--- config.mk ---
export PLATFORM = sky130hd
export DESIGN_NAME = axi_rd_scheduler
export DESIGN_NICKNAME = d
export VERILOG_FILES = /design/src/rtl/axi_sched_pkg.sv /design/src/rtl/rr_arbiter.sv /design/src/rtl/axi_rd_scheduler.sv
export SDC_FILE = /design/constraint.sdc
export NUM_CORES = 1
export LEC_CHECK = 0
export ABC_AREA = 1
export BUFFER_PORTS_ARGS = -buffer_cell sky130_fd_sc_hd__buf_2
export CAP_MARGIN = 40
export CORE_AREA = 3 3 471 473
export DETAILED_ROUTE_END_ITERATION = 8
export DIE_AREA = 0 0 474 476
export GPL_ROUTABILITY_DRIVEN = 0
export PLACE_DENSITY = 0.3
export SLEW_MARGIN = 20
export SYNTH_ARGS = -nofsm -noshare
export SYNTH_HDL_FRONTEND = slang
export SYNTH_SLANG_ARGS = --single-unit
--- constraint.sdc ---
create_clock -name clk -period 1.8 [get_ports clk]
set_input_delay 0.09 -clock clk [delete_from_list [all_inputs] [get_ports clk]]
set_output_delay 0.09 -clock clk [all_outputs]
set_load 0.05 [all_outputs]
--- src/rtl/axi_sched_pkg.sv ---
// Shared types and constants for the AXI read scheduler.
//   sched_state_t   : scheduler FSM state encoding
//   AXI_BURST_INCR  : ARBURST value for incrementing bursts
//   AXI_RESP_OKAY   : RRESP value for a good beat
//   AXI_4K_BYTES    : AXI page size that a burst must not cross
//   clog2_min1      : index width helper, never returns 0
//   beat_lsb        : log2 of bytes per data beat
package axi_sched_pkg;

    typedef enum logic [1:0] {
        ST_IDLE = 2'd0,
        ST_ADDR = 2'd1,
        ST_DATA = 2'd2
    } sched_state_t;

    localparam logic [1:0] AXI_BURST_INCR = 2'b01;
    localparam logic [1:0] AXI_RESP_OKAY  = 2'b00;
    localparam int         AXI_4K_BYTES   = 4096;

    function automatic int clog2_min1(input int n);
        return (n <= 2) ? 1 : $clog2(n);
    endfunction

    function automatic int beat_lsb(input int data_width);
        return $clog2(data_width / 8);
    endfunction

endpackage

--- src/rtl/rr_arbiter.sv ---
// Round-robin arbiter.
//   clk, rst_n : clock, async active-low reset
//   req        : request vector
//   advance    : commit the current grant; pointer moves past the winner
//   grant      : one-hot grant (zero when no request)
//   grant_idx  : binary index of the granted requester
// After reset requester 0 has the highest priority.
module rr_arbiter
    import axi_sched_pkg::*;
#(
    parameter int NUM_REQ = 2,
    localparam int IDX_W  = clog2_min1(NUM_REQ)
) (
    input  logic               clk,
    input  logic               rst_n,
    input  logic [NUM_REQ-1:0] req,
    input  logic               advance,
    output logic [NUM_REQ-1:0] grant,
    output logic [IDX_W-1:0]   grant_idx
);

    logic [IDX_W-1:0] ptr;
    logic [IDX_W:0]   cand;
    logic             found;

    // Scan starting at the pointer, wrapping at NUM_REQ; first hit wins.
    always_comb begin
        grant     = '0;
        grant_idx = '0;
        found     = 1'b0;
        cand      = '0;
        for (int k = 0; k < NUM_REQ; k++) begin
            cand = {1'b0, ptr} + (IDX_W+1)'(k);
            if (cand >= (IDX_W+1)'(NUM_REQ)) begin
                cand = cand - (IDX_W+1)'(NUM_REQ);
            end
            if (!found && req[cand[IDX_W-1:0]]) begin
                found                    = 1'b1;
                grant[cand[IDX_W-1:0]]   = 1'b1;
                grant_idx                = cand[IDX_W-1:0];
            end
        end
    end

    always_ff @(posedge clk or negedge rst_n) begin
        if (!rst_n) begin
            ptr <= '0;
        end else if (advance && found) begin
            ptr <= (grant_idx == IDX_W'(NUM_REQ - 1)) ? '0 : grant_idx + 1'b1;
        end
    end

endmodule

--- src/rtl/axi_rd_scheduler.sv ---
// Shares one AXI4 read port among NUM_REQ loaders. Each loader posts a whole
// transfer (start address, beat count); the scheduler arbitrates round-robin,
// cuts the transfer into INCR bursts (one outstanding) and steers R beats to
// the owner.
//   clk, rst_n          : clock, async active-low reset
//   req_valid/ready     : per-loader transfer handshake (ready is one-hot)
//   req_addr/req_beats  : packed per-loader start address and beat count
//   rd_data/valid/last  : beat data to the owner; rd_last marks transfer end
//   rd_ready            : per-loader beat accept
//   rresp_err           : sticky, set by any beat with RRESP != OKAY
//   m_axi_ar*/m_axi_r*  : AXI4 read address / read data channels
// Build option: AXI_RD_SCHED_4K_SPLIT_EN additionally stops bursts at 4 KB
// boundaries.
//
// state   | meaning
// IDLE    | arbitrating; req_ready shows the one-hot grant
// ADDR    | driving AR for the next burst of the owner's transfer
// DATA    | passing R beats of the current burst to the owner
module axi_rd_scheduler
    import axi_sched_pkg::*;
#(
    parameter int NUM_REQ     = 2,
    parameter int DATA_WIDTH  = 512,
    parameter int ADDR_WIDTH  = 32,
    parameter int ID_WIDTH    = 8,
    parameter int MAX_BURST   = 256,
    parameter int BEATS_WIDTH = 16
) (
    input  logic                           clk,
    input  logic                           rst_n,
    input  logic [NUM_REQ-1:0]             req_valid,
    output logic [NUM_REQ-1:0]             req_ready,
    input  logic [NUM_REQ*ADDR_WIDTH-1:0]  req_addr,
    input  logic [NUM_REQ*BEATS_WIDTH-1:0] req_beats,
    output logic [DATA_WIDTH-1:0]          rd_data,
    output logic [NUM_REQ-1:0]             rd_valid,
    output logic                           rd_last,
    input  logic [NUM_REQ-1:0]             rd_ready,
    output logic                           rresp_err,
    output logic [ID_WIDTH-1:0]            m_axi_arid,
    output logic [ADDR_WIDTH-1:0]          m_axi_araddr,
    output logic [7:0]                     m_axi_arlen,
    output logic [2:0]                     m_axi_arsize,
    output logic [1:0]                     m_axi_arburst,
    output logic                           m_axi_arvalid,
    input  logic                           m_axi_arready,
    input  logic [ID_WIDTH-1:0]            m_axi_rid,
    input  logic [DATA_WIDTH-1:0]          m_axi_rdata,
    input  logic [1:0]                     m_axi_rresp,
    input  logic                           m_axi_rlast,
    input  logic                           m_axi_rvalid,
    output logic                           m_axi_rready
);

    localparam int IDX_W          = clog2_min1(NUM_REQ);
    localparam int BYTES_PER_BEAT = DATA_WIDTH / 8;
    localparam int ADDR_LSB       = beat_lsb(DATA_WIDTH);

    sched_state_t           state, state_nxt;
    logic [IDX_W-1:0]       owner, owner_nxt;
    logic [ADDR_WIDTH-1:0]  addr, addr_nxt;
    logic [BEATS_WIDTH-1:0] remaining, remaining_nxt;
    logic                   rresp_err_nxt;

    logic [NUM_REQ-1:0]     grant;
    logic [IDX_W-1:0]       grant_idx;
    logic [ADDR_WIDTH-1:0]  sel_addr;
    logic [BEATS_WIDTH-1:0] sel_beats;
    logic [8:0]             burst_max;
    logic [8:0]             burst;
    logic                   r_hs;
    logic                   unused_rid;

    rr_arbiter #(.NUM_REQ(NUM_REQ)) u_arb (
        .clk       (clk),
        .rst_n     (rst_n),
        .req       (req_valid),
        .advance   (state == ST_IDLE),
        .grant     (grant),
        .grant_idx (grant_idx)
    );

    // Start address is forced onto a beat boundary.
    assign sel_addr  = req_addr[int'(grant_idx)*ADDR_WIDTH +: ADDR_WIDTH]
                     & ~ADDR_WIDTH'(BYTES_PER_BEAT - 1);
    assign sel_beats = req_beats[int'(grant_idx)*BEATS_WIDTH +: BEATS_WIDTH];

    assign rd_data       = m_axi_rdata;
    assign m_axi_arsize  = 3'(ADDR_LSB);
    assign m_axi_arburst = AXI_BURST_INCR;
    assign unused_rid    = ^m_axi_rid;

    always_comb begin
        if (32'(remaining) > 32'(MAX_BURST)) begin
            burst_max = 9'(MAX_BURST);
        end else begin
            burst_max = 9'(remaining);
        end
    end

`ifdef AXI_RD_SCHED_4K_SPLIT_EN
    // Beats left before the next 4 KB page; never zero since addr is beat aligned.
    logic [12:0] room_beats;
    always_comb begin
        room_beats = (13'(AXI_4K_BYTES) - {1'b0, addr[11:0]}) >> ADDR_LSB;
        burst      = burst_max;
        if ({4'b0, burst_max} > room_beats) begin
            burst = room_beats[8:0];
        end
    end
`else
    assign burst = burst_max;
`endif

    assign r_hs = (state == ST_DATA) && m_axi_rvalid && rd_ready[owner];

    always_comb begin
        state_nxt     = state;
        owner_nxt     = owner;
        addr_nxt      = addr;
        remaining_nxt = remaining;
        rresp_err_nxt = rresp_err;
        req_ready     = '0;
        m_axi_arvalid = 1'b0;
        m_axi_araddr  = '0;
        m_axi_arlen   = '0;
        m_axi_arid    = '0;
        m_axi_rready  = 1'b0;
        rd_valid      = '0;
        rd_last       = 1'b0;

        case (state)
            ST_IDLE: begin
                req_ready = grant;
                if (|req_valid) begin
                    owner_nxt     = grant_idx;
                    addr_nxt      = sel_addr;
                    remaining_nxt = sel_beats;
                    // A zero-length request is acknowledged without AXI traffic.
                    if (sel_beats != '0) begin
                        state_nxt = ST_ADDR;
                    end
                end
            end

            ST_ADDR: begin
                m_axi_arvalid = 1'b1;
                m_axi_araddr  = addr;
                m_axi_arlen   = 8'(burst - 9'd1);
                m_axi_arid    = ID_WIDTH'(owner);
                if (m_axi_arready) begin
                    state_nxt = ST_DATA;
                end
            end

            ST_DATA: begin
                m_axi_rready    = rd_ready[owner];
                rd_valid[owner] = m_axi_rvalid;
                rd_last         = m_axi_rvalid && (remaining == BEATS_WIDTH'(1));
                if (r_hs) begin
                    remaining_nxt = remaining - 1'b1;
                    addr_nxt      = addr + ADDR_WIDTH'(BYTES_PER_BEAT);
                    if (m_axi_rresp != AXI_RESP_OKAY) begin
                        rresp_err_nxt = 1'b1;
                    end
                    if (m_axi_rlast) begin
                        state_nxt = (remaining != BEATS_WIDTH'(1)) ? ST_ADDR : ST_IDLE;
                    end
                end
            end

            default: state_nxt = ST_IDLE;
        endcase
    end

    always_ff @(posedge clk or negedge rst_n) begin
        if (!rst_n) begin
            state     <= ST_IDLE;
            owner     <= '0;
            addr      <= '0;
            remaining <= '0;
            rresp_err <= 1'b0;
        end else begin
            state     <= state_nxt;
            owner     <= owner_nxt;
            addr      <= addr_nxt;
            remaining <= remaining_nxt;
            rresp_err <= rresp_err_nxt;
        end
    end

endmodule

==> results of run 1 <==
-- report_power, final --
part / leakage, nW / switching, mW / internal, mW / total (mW)
clock: 0.0839 / 0.571 / 0.660 / 1.23
sequential: 0.541 / 0.476 / 1.59 / 2.07
combinational: 3.12 / 7.12 / 4.90 / 12.0
total: 3.74 / 8.16 / 7.16 / 15.3
-- synth_stat cells, types with 7 or more instances --
cell	count	area, um2
buf_2	8	40.0
buf_6	7	78.8
nor2_1	141	529
clkbuf_1	8	30.0
o21ai_1	15	75.1
a21oi_1	33	165
dfrtp_1	47	1180
buf_4	532	3990
nand2_1	150	563
inv_1	76	285
o21ai_0	65	325
nand3_1	44	220
nor2_2	8	50.1
nor3_1	13	65.1
-- cells by family (layout without fill, tap and decap cells) --
logic type               after synthesis  count (layout)  synth area share
AND/OR/NAND/NOR                      374             374             0.197
AO/OA/AOI/OAI                        144             144            0.0974
flip-flops                            47              47             0.144
other                                  2              36          0.000922
buffers and inverters                638             375             0.549
adder cells (fa/ha/maj)                4               4           0.00614
XOR/XNOR                               5               5           0.00537
-- registers in the layout, summed over array words and instances, names as in the netlist --
signal / cells
addr: 26
owner: 1
remaining: 16
rresp_err: 1
state: 2
u_arb.ptr: 1
-- metal layers --
metal	vias up	track usage	wire length [um]
met5	-	0.00704	340
met4	18	0.0673	8210
met3	401	0.0801	21700
met2	680	0.0955	32900
met1	2800	0.0445	17700
li1	2768	-	-
-- per-stage QoR --
step	area, um2	worst slack [ns]	util	TNS [ns]
2_1_floorplan	8520	-0.152	-	-0.773
3_3_place_gp	10200	-0.267	0.0467	-1.06
3_5_place_dp	10200	-0.206	0.0467	-1.26
4_1_cts	10700	-0.468	0.0494	-2.91
5_1_grt	11100	-0.528	0.0512	-3.33
6_report	11100	-0.450	0.0513	-2.41
-- worst paths after layout --
| path | from | to | slack [ns] | depth (start not counted) |
|---|---|---|---|---|
| min in group asynchronous | rst_n | remaining[10] | 0.32 | 2 |
| worst min register to register | rresp_err | rresp_err | 0.47 | 2 |
| max in group asynchronous | rst_n | addr[23] | 0.93 | 3 |
| worst max-delay path | remaining[1] | m_axi_arlen[5] | -0.45 | 13 |
| worst max register to register | u_arb.ptr | state[0] | 0.08 | 9 |
| worst min-delay path | m_axi_rresp[1] | rresp_err | -0.02 | 3 |
-- worst max-delay path: stages (launching register included) --
cell	delay, ns
dfrtp_1	0.38
inv_2	0.06
ha_4	0.17
nand2_4	0.07
nor2_4	0.04
nand3_4	0.09
nand2_4	0.09
buf_4	0.14
buf_6	0.10
buf_6	0.10
buf_6	0.10
buf_6	0.10
a31oi_4	0.17
buf_6	0.18
-- cells in the final DEF, fill, tap and decap left out, types with 6 or more instances in the layout --
| cell | instances |
|---|---|
| o21ai_1 | 18 |
| buf_4 | 98 |
| a21oi_1 | 25 |
| nor3_1 | 11 |
| diode_2 | 18 |
| buf_12 | 54 |
| inv_2 | 9 |
| nand2_4 | 10 |
| buf_6 | 32 |
| o21ai_2 | 13 |
| nor2_2 | 13 |
| clkbuf_16 | 6 |
| buf_2 | 97 |
| nor2_4 | 40 |
| nand3_1 | 40 |
| nand2_2 | 12 |
| o22ai_1 | 6 |
| nand2_1 | 133 |
| conb_1 | 18 |
| inv_1 | 65 |
| nor2_1 | 98 |
| o21ai_0 | 54 |
| dfrtp_1 | 45 |
| a21oi_2 | 7 |
-- cell type report --
class,count,area [um2]
Tap cell,2854,3570
Clock buffer,5,125
Inverter,80,320
Antenna cell,18,45.0
Fill cell,25843,206000
Multi-Input combinational cell,545,3120
Clock inverter,3,43.8
Sequential cell,47,1180
Timing Repair Buffer,287,2730
-- timing repair --
action                                  in CTS  in global routing
endpoints found under the setup margin      49                 64
pin swaps                                   12                 35
hold buffers                                 4                  0
cloned                                       1                  1
hold endpoints to repair                    12                  0
buffers inserted                            15                 21
resized for setup                           67                 73
==> run_results.csv, run 1 <==
group,metric,value,unit
route,ant_nets,0,
synthesis,synthFlopType,"dfrtp_1",
route,first_pass_iters,4,
clock_tree,clock_sinks,47,
route,vias_per_cell,1.74,
power_and_ir_drop,power,15.3,mW
power_and_ir_drop,p_per_area,1380,mW/mm2
synthesis,ys_types,41,
sta,tightest_slew,0.657,ns
worst_setup_path,crit_fanout,4,
worst_hold_path,hold_path_class,"input port to flop",
global_route,antenna_found_initial,31,
floorplanning,die-area,0.226,mm2
clock_tree,htreeDepth,2,
clock_tree,cts_root_buf,"clkbuf_16",
floorplanning,start_util,0.0375,
clock_tree,clock_latency,0.35,ns
worst_setup_path,worstPathRequired,1.71,ns
clock_tree,cts_buffers,5,
route,drt-wirelength-per-cell,21.1,um
route,vias,6667,
placed_design,dp_hpwl,72400,um
clock_tree,cts.path.max_buffers,2,
sta,clock_skew,0.0157,ns
global_route,grt_use_total,0.0681,
layout,stdcell_count,3839,
global_route,grt_pass1_vias,6830,
status,status,"finished, violations left",
worst_setup_path,criticalPathCategory,"flop to output pin",
sta,max_freq,444,MHz
synthesis,syn_area,0.00815,mm2
sta,layout_setup_ws,-0.450,ns
route,wirelength,80800,um
worst_setup_path,worstPathArrival,2.16,ns
placed_design,io_buffers,137,
synthesis,yosys_warnings,0,
floorplanning,core-area,0.217,mm2
global_route,grt_overflow,0,
layout,syn2layout_area_growth,36.7,%
route,drc,0,
layout,layout-drive-gt1-share,0.437,
power_and_ir_drop,p_leak,3.74,nW
sta,whs,-0.0167,ns
sta,relSlewSlack,0.562,
sta,finalSetupViolCount,9,
floorplanning,ios,1200,
synthesis,synthArstFlopShare,1.00,
power_and_ir_drop,ir_drop,0.000509,V
synthesis,synth_cells,1214,
clock_tree,cts_tree,"done",
sta,hold_viol_final,1,
floorplanning,die_height,476,um
worst_setup_path,worst_setup_path_start_kind,"flop",
sta,slew_violations,0,
synthesis,ys_seq_area_frac,0.144,
synthesis,synth_seq_cells,47,
placed_design,dp_cells,3779,
floorplanning,placementRows,171,
layout,nets,1597,
global_route,grt_max_degree,29,
global_route,grt_pass1_wl,94700,um
sta,period_needed,2.25,ns
synthesis,avgSynthCellArea,6.71,um2
clock_tree,path_clk_slew,0.08,ns
sta,finalCritPeriodShare,1.25,
worst_setup_path,end_kind,"output pin",
job,cap_viol_max_count,0,
floorplanning,die-width,474,um
status,violations,"negative hold slack, negative setup slack",
synthesis,synth_edf_count,0,
route,drt-initial-drc-count,263,
sta,rsz0062_at_grt,"yes",
Note: power is estimated with default switching activity, not from simulation.
==> run 2: changes to the inputs <==
- CTS_BUF_LIST: unset -> sky130_fd_sc_hd__clkbuf_8
==> run 2 against run 1 <==
Compared with the run above:
- the flow finishes with violations (negative setup slack)
- fmax decreased by 2.0%
- clock skew up 0.013 ns
- design area up 3.6%
- critical endpoint unchanged
==> run_results.csv, run 2 (synthesized netlist as in run 1, its figures left out) <==
group,metric,value,unit
layout,largest-register,"addr",
sta,relSlewSlack,0.560,
worst_setup_path,worstPathArrival,2.21,ns
route,vias,6807,
status,status,"finished, violations left",
layout,final_common_cell,"nand2_1",
layout,nFillCells,25816,
sta,max_freq,436,MHz
global_route,grt_use_total,0.0682,
power_and_ir_drop,ir_drop,0.000467,V
sta,finalCritPeriodShare,1.28,
status,violations,"negative setup slack",
power_and_ir_drop,p_per_area,1420,mW/mm2
floorplanning,die-area,0.226,mm2
sta,clock_skew,0.0289,ns
worst_setup_path,worstPathRequired,1.71,ns
sta,layout_setup_ws,-0.495,ns
route,drt-initial-drc-count,286,
route,drt-wirelength-per-cell,21.6,um
floorplanning,core-area,0.217,mm2
route,wirelength,83000,um
floorplanning,die-width,474,um
clock_tree,cts_root_buf,"clkbuf_8",
power_and_ir_drop,p_leak,3.90,nW
sta,rsz0062_at_grt,"yes",
route,ant_nets,0,
sta,slew_violations,0,
layout,reg_top3,"addr (26), remaining (16), state (2)",
floorplanning,die_height,476,um
floorplanning,ios,1200,
placed_design,dpl_worst_slack,-0.206,ns
worst_setup_path,criticalPathCategory,"flop to output pin",
global_route,grt_pass1_wl,94800,um
layout,layout_common_cells,"133 x nand2_1, 100 x buf_4, 97 x buf_2",
clock_tree,htreeDepth,2,
sta,whs,0.0730,ns
worst_setup_path,worst_setup_path_start_kind,"flop",
layout,largest_register_ffs,26,
sta,finalSetupViolCount,10,
global_route,grt_pass1_vias,6857,
clock_tree,path_clk_slew,0.14,ns
layout,stdcell_count,3847,
worst_setup_path,crit_fanout,4,
route,vias_per_cell,1.77,
layout,syn2layout_area_growth,41.6,%
layout,multiInputGateArea,0.00325,mm2
sta,hold_viol_final,0,
floorplanning,placementRows,171,
global_route,antenna_found_initial,33,
layout,layout-drive-gt1-share,0.464,
power_and_ir_drop,power,16.4,mW
job,cap_viol_max_count,0,
layout,nets,1612,
worst_setup_path,end_kind,"output pin",
route,drc,0,
placed_design,io_buffers,137,
global_route,grt_overflow,0,
route,first_pass_iters,5,
clock_tree,cts_buffers,5,
sta,period_needed,2.30,ns
clock_tree,clock_sinks,47,
worst_hold_path,hold_path_class,"input port to flop",
layout,regArea,0.00118,mm2
clock_tree,cts_tree,"done",
sta,tightest_slew,0.660,ns
clock_tree,clock_latency,0.39,ns
placed_design,dp_cells,3779,
sta,tns,-2.86,ns
placed_design,dp_hpwl,72400,um
floorplanning,start_util,0.0375,
global_route,grt_max_degree,29,
clock_tree,cts.path.max_buffers,2,
-- run 2: cell types whose count changed in the layout (fill, tap and decap cells not counted), moves of 3 or more --
cell	before	now
o21ai_0	54	45
nor2_4	40	45
a21oi_1	25	20
a21oi_2	7	11
buf_8	0	7
buf_16	0	3
clkbuf_8	0	5
diode_2	18	11
nor2_1	98	93
o21ai_1	18	25
-- run 2: routing by layer --
| layer | part of all wire | global-route usage | routed length (um) | vias to the layer above |
|---|---|---|---|---|
| li1 | - | - | - | 2798 |
| met1 | 0.22 | 0.0444 | 17900 | 2859 |
| met2 | 0.42 | 0.0978 | 34600 | 716 |
| met3 | 0.27 | 0.0814 | 22200 | 412 |
| met4 | 0.099 | 0.0628 | 8190 | 22 |
| met5 | 0.0019 | 0 | 156 | - |
-- run 2: per-stage QoR --
stage / util / cell area, um2
floorplan: - / 8520
global placement: 0.0467 / 10200
detailed placement: 0.0467 / 10200
CTS: 0.0499 / 10800
global route: 0.0530 / 11500
finish: 0.0531 / 11500
-- run 2: final timing paths --
| kind | start | endpoint | slack (ns) | depth (start not counted) |
|---|---|---|---|---|
| worst max-delay path | remaining[1] | m_axi_arlen[5] | -0.50 | 13 |
| worst min-delay path | req_addr[15] | addr[15] | 0.07 | 3 |
| worst max register to register | remaining[1] | remaining[15] | -0.02 | 11 |
| worst min register to register | rresp_err | rresp_err | 0.48 | 2 |
| max in group asynchronous | rst_n | addr[23] | 0.96 | 3 |
| min in group asynchronous | rst_n | remaining[10] | 0.28 | 2 |
-- run 2: power breakdown --
group | total [mW] | switching (mW) | internal (mW)
Clock | 0.963 | 0.546 | 0.417
Sequential | 2.07 | 0.480 | 1.59
Combinational | 13.3 | 7.70 | 5.64
-- run 2: layout make-up --
cell class                 instances  share of cell area
timing repair buffer             302               0.263
clock buffer                       5             0.00596
multi-input combinational        545               0.281
sequential                        47               0.102
clock inverter                     3             0.00379
inverter                          80              0.0317
antenna                           11             0.00239
tap                             2854               0.309
-- run 2: what timing repair did --
| action | 4_1_cts | 5_1_grt |
|---|---|---|
| pin swaps | 13 | 49 |
| hold endpoints to repair | 13 | 0 |
| setup endpoints to repair | 56 | 67 |
| gates resized for setup | 82 | 128 |
| hold buffers | 5 | 0 |
| buffers inserted | 22 | 21 |
| gates cloned | 2 | 4 |
-- run 2: worst max-delay path, cell delays in order (launching register included) --
cell,delay [ns]
dfrtp_1,0.40
inv_2,0.06
ha_4,0.16
nand2_4,0.07
nor2_4,0.04
nand3_4,0.09
nand2_4,0.09
buf_4,0.14
buf_6,0.10
buf_6,0.10
buf_6,0.10
buf_6,0.11
a31oi_4,0.17
buf_6,0.18
==> run 3: changes to the inputs <==
- CELL_PAD_IN_SITES_DETAIL_PLACEMENT: unset -> 2
- CELL_PAD_IN_SITES_GLOBAL_PLACEMENT: unset -> 2
- CORE_AREA: 3 3 471 473 -> 3 3 468 470
- DIE_AREA: 0 0 474 476 -> 0 0 471 473
- PLACE_DENSITY: 0.3 -> 0.36
==> run 3 against run 2 <==
Compared with the run above:
- the run still ends with negative setup slack left
- clock power rose by 4%
- worst setup slack better by 0.052 ns
- via count grew 3.9%
- combinational power is 14% higher
- highest routed layer unchanged
- critical endpoint is now m_axi_arlen[2]
- fmax rose by 2.3%
- largest cell class is now multi-input combinational cells
- sequential share of layout area shrank 0.59 points
==> run_results.csv, run 3 (synthesized netlist as in run 1, its figures left out) <==
group,metric,value,unit
layout,layout_common_cells,"119 x buf_4, 105 x nand2_1, 96 x buf_2",
worst_setup_path,crit_slowest_cell,"dfrtp_1",
power_and_ir_drop,ir_drop,0.000475,V
floorplanning,die-width,471,um
layout,final_common_cell,"buf_4",
sta,period_needed,2.24,ns
layout,largest_register_ffs,26,
power_and_ir_drop,power,18.3,mW
worst_setup_path,crit_fanout,4,
clock_tree,clock_sinks,47,
worst_setup_path,worstPathArrival,2.15,ns
route,drc,0,
layout,layout-drive-gt1-share,0.552,
layout,syn2layout_area_growth,50.3,%
power_and_ir_drop,p_per_area,1500,mW/mm2
floorplanning,ios,1200,
worst_setup_path,cp_top_family,"simple AND/OR/NAND/NOR gates",
global_route,grt_overflow,0,
clock_tree,cts_tree,"done",
sta,max_freq,446,MHz
layout,regArea,0.00118,mm2
worst_setup_path,critPathBufInv,4,
global_route,grt_pass1_wl,101000,um
worst_hold_path,hold_path_class,"input port to flop",
status,status,"finished, violations left",
worst_setup_path,worstPathRequired,1.71,ns
layout,reg_top3,"addr (26), remaining (16), state (2)",
sta,rsz0062_at_grt,"yes",
worst_hold_path,hold_path_depth,5,
route,ant_nets,0,
route,vias,7070,
layout,largest-register,"addr",
layout,design_area,0.0122,mm2
worst_setup_path,reg2reg_to,"remaining[15]",
floorplanning,die_height,473,um
clock_tree,htreeDepth,2,
worst_setup_path,cp_cell_sequence,"nor2_2 > nand2_2 > nor2_2 > buf_6 > nand3_4 > nand2_4 > nand2_2 > ha_4 > inv_4 > buf_4 > o21ai_2 > a21oi_4 > buf_12",
clock_tree,clock_latency,0.39,ns
sta,layout_setup_ws,-0.443,ns
sta,finalCritPeriodShare,1.25,
route,vias_per_cell,1.84,
clock_tree,cts.path.max_buffers,2,
worst_hold_path,worstHoldStart,"req_addr[6]",
clock_tree,cts_buffers,5,
global_route,antenna_found_initial,29,
layout,nFillCells,25607,
layout,multiInputGateArea,0.00372,mm2
sta,finalSetupViolCount,63,
sta,clock_skew,0.0278,ns
worst_setup_path,end_kind,"output pin",
job,cap_viol_max_count,0,
clock_tree,cts_root_buf,"clkbuf_8",
status,violations,"negative setup slack",
worst_hold_path,min_to,"addr[6]",
global_route,grt_max_degree,48,
floorplanning,core-area,0.215,mm2
floorplanning,start_util,0.0379,
power_and_ir_drop,p_leak,4.14,nW
worst_setup_path,cpPeakStageDelay,0.41,ns
sta,whs,0.0973,ns
worst_setup_path,worst_setup_path_start_kind,"flop",
worst_setup_path,criticalPathCategory,"flop to output pin",
floorplanning,die-area,0.223,mm2
sta,hold_viol_final,0,
placed_design,io_buffers,137,
clock_tree,path_clk_slew,0.14,ns
floorplanning,placementRows,170,
layout,nets,1637,
route,drt-wirelength-per-cell,22.0,um
placed_design,placed_cell_area,0.0103,mm2
global_route,grt_pass1_vias,7707,
global_route,grt_use_total,0.0716,
route,first_pass_iters,4,
worst_setup_path,reg2regPathDepth,13,
route,drt-initial-drc-count,275,
sta,slew_violations,0,
worst_setup_path,r2r_slack,-0.12,ns
worst_setup_path,timing.rr.start,"state[0]",
route,wirelength,84600,um
placed_design,dp_hpwl,72200,um
## run 3: repair_timing
action / CTS / global route
endpoints found under the setup margin: 80 / 85
cloned: 7 / 3
hold endpoints to repair: 50 / 0
setup buffers: 39 / 22
resized for setup: 179 / 164
pin swaps: 55 / 47
hold buffers: 5 / 0
## run 3: worst reg2reg max path: stages (launching register included)
cell and delay (ns):
dfrtp_2 0.44, buf_6 0.12, buf_6 0.11, nor2_8 0.15, buf_12 0.13, nand2_8 0.06
nor2_4 0.16, nor2_4 0.08, buf_6 0.14, buf_12 0.14, a21oi_4 0.12, o21ai_2 0.06
nand2_1 0.06, nand2_1 0.04
## run 3: how the worst max path moves through the flow
stage                  startpoint        endpoint  cells past startpoint
detailed placement  remaining[14]  m_axi_arlen[4]                     13
floorplan            remaining[0]  m_axi_arlen[2]                     12
CTS                 remaining[13]  m_axi_arlen[2]                     13
global route        remaining[14]  m_axi_arlen[2]                     13
finish              remaining[14]  m_axi_arlen[2]                     13
global placement    remaining[14]  m_axi_arlen[4]                     13
## run 3: power breakdown
part / internal [mW] / switching [mW]
logic: 6.54 / 8.67
registers: 1.59 / 0.543
clock network: 0.417 / 0.583
## run 3: metal layers
layer	vias up	global-route usage	share of wire
met4	2	0.0575	0.092
met2	744	0.122	0.48
met3	384	0.0563	0.18
li1	2837	-	-
met5	-	0.00389	0.00098
met1	3103	0.0516	0.25
## run 3: through the flow
stage | utilization | setup TNS (ns) | std cells | setup WS, ns
after floorplan | - | -0.773 | 1230 | -0.152
after global placement | 0.0479 | -2.97 | 3775 | -0.234
after detailed placement | 0.0479 | -3.42 | 3775 | -0.214
after CTS | 0.0537 | -9.11 | 3829 | -0.536
after global routing | 0.0570 | -13.46 | 3847 | -0.581
final | 0.0570 | -5.85 | 3847 | -0.443
## run 3: final cells by class
| type | instances | area share |
|---|---|---|
| Multi-Input combinational cell | 546 | 0.304 |
| Tap cell | 2838 | 0.290 |
| Timing Repair Buffer | 326 | 0.273 |
| Sequential cell | 47 | 0.0963 |
| Inverter | 80 | 0.0276 |
| Clock buffer | 5 | 0.00562 |
| Clock inverter | 3 | 0.00358 |
| Antenna cell | 2 | 0.000409 |
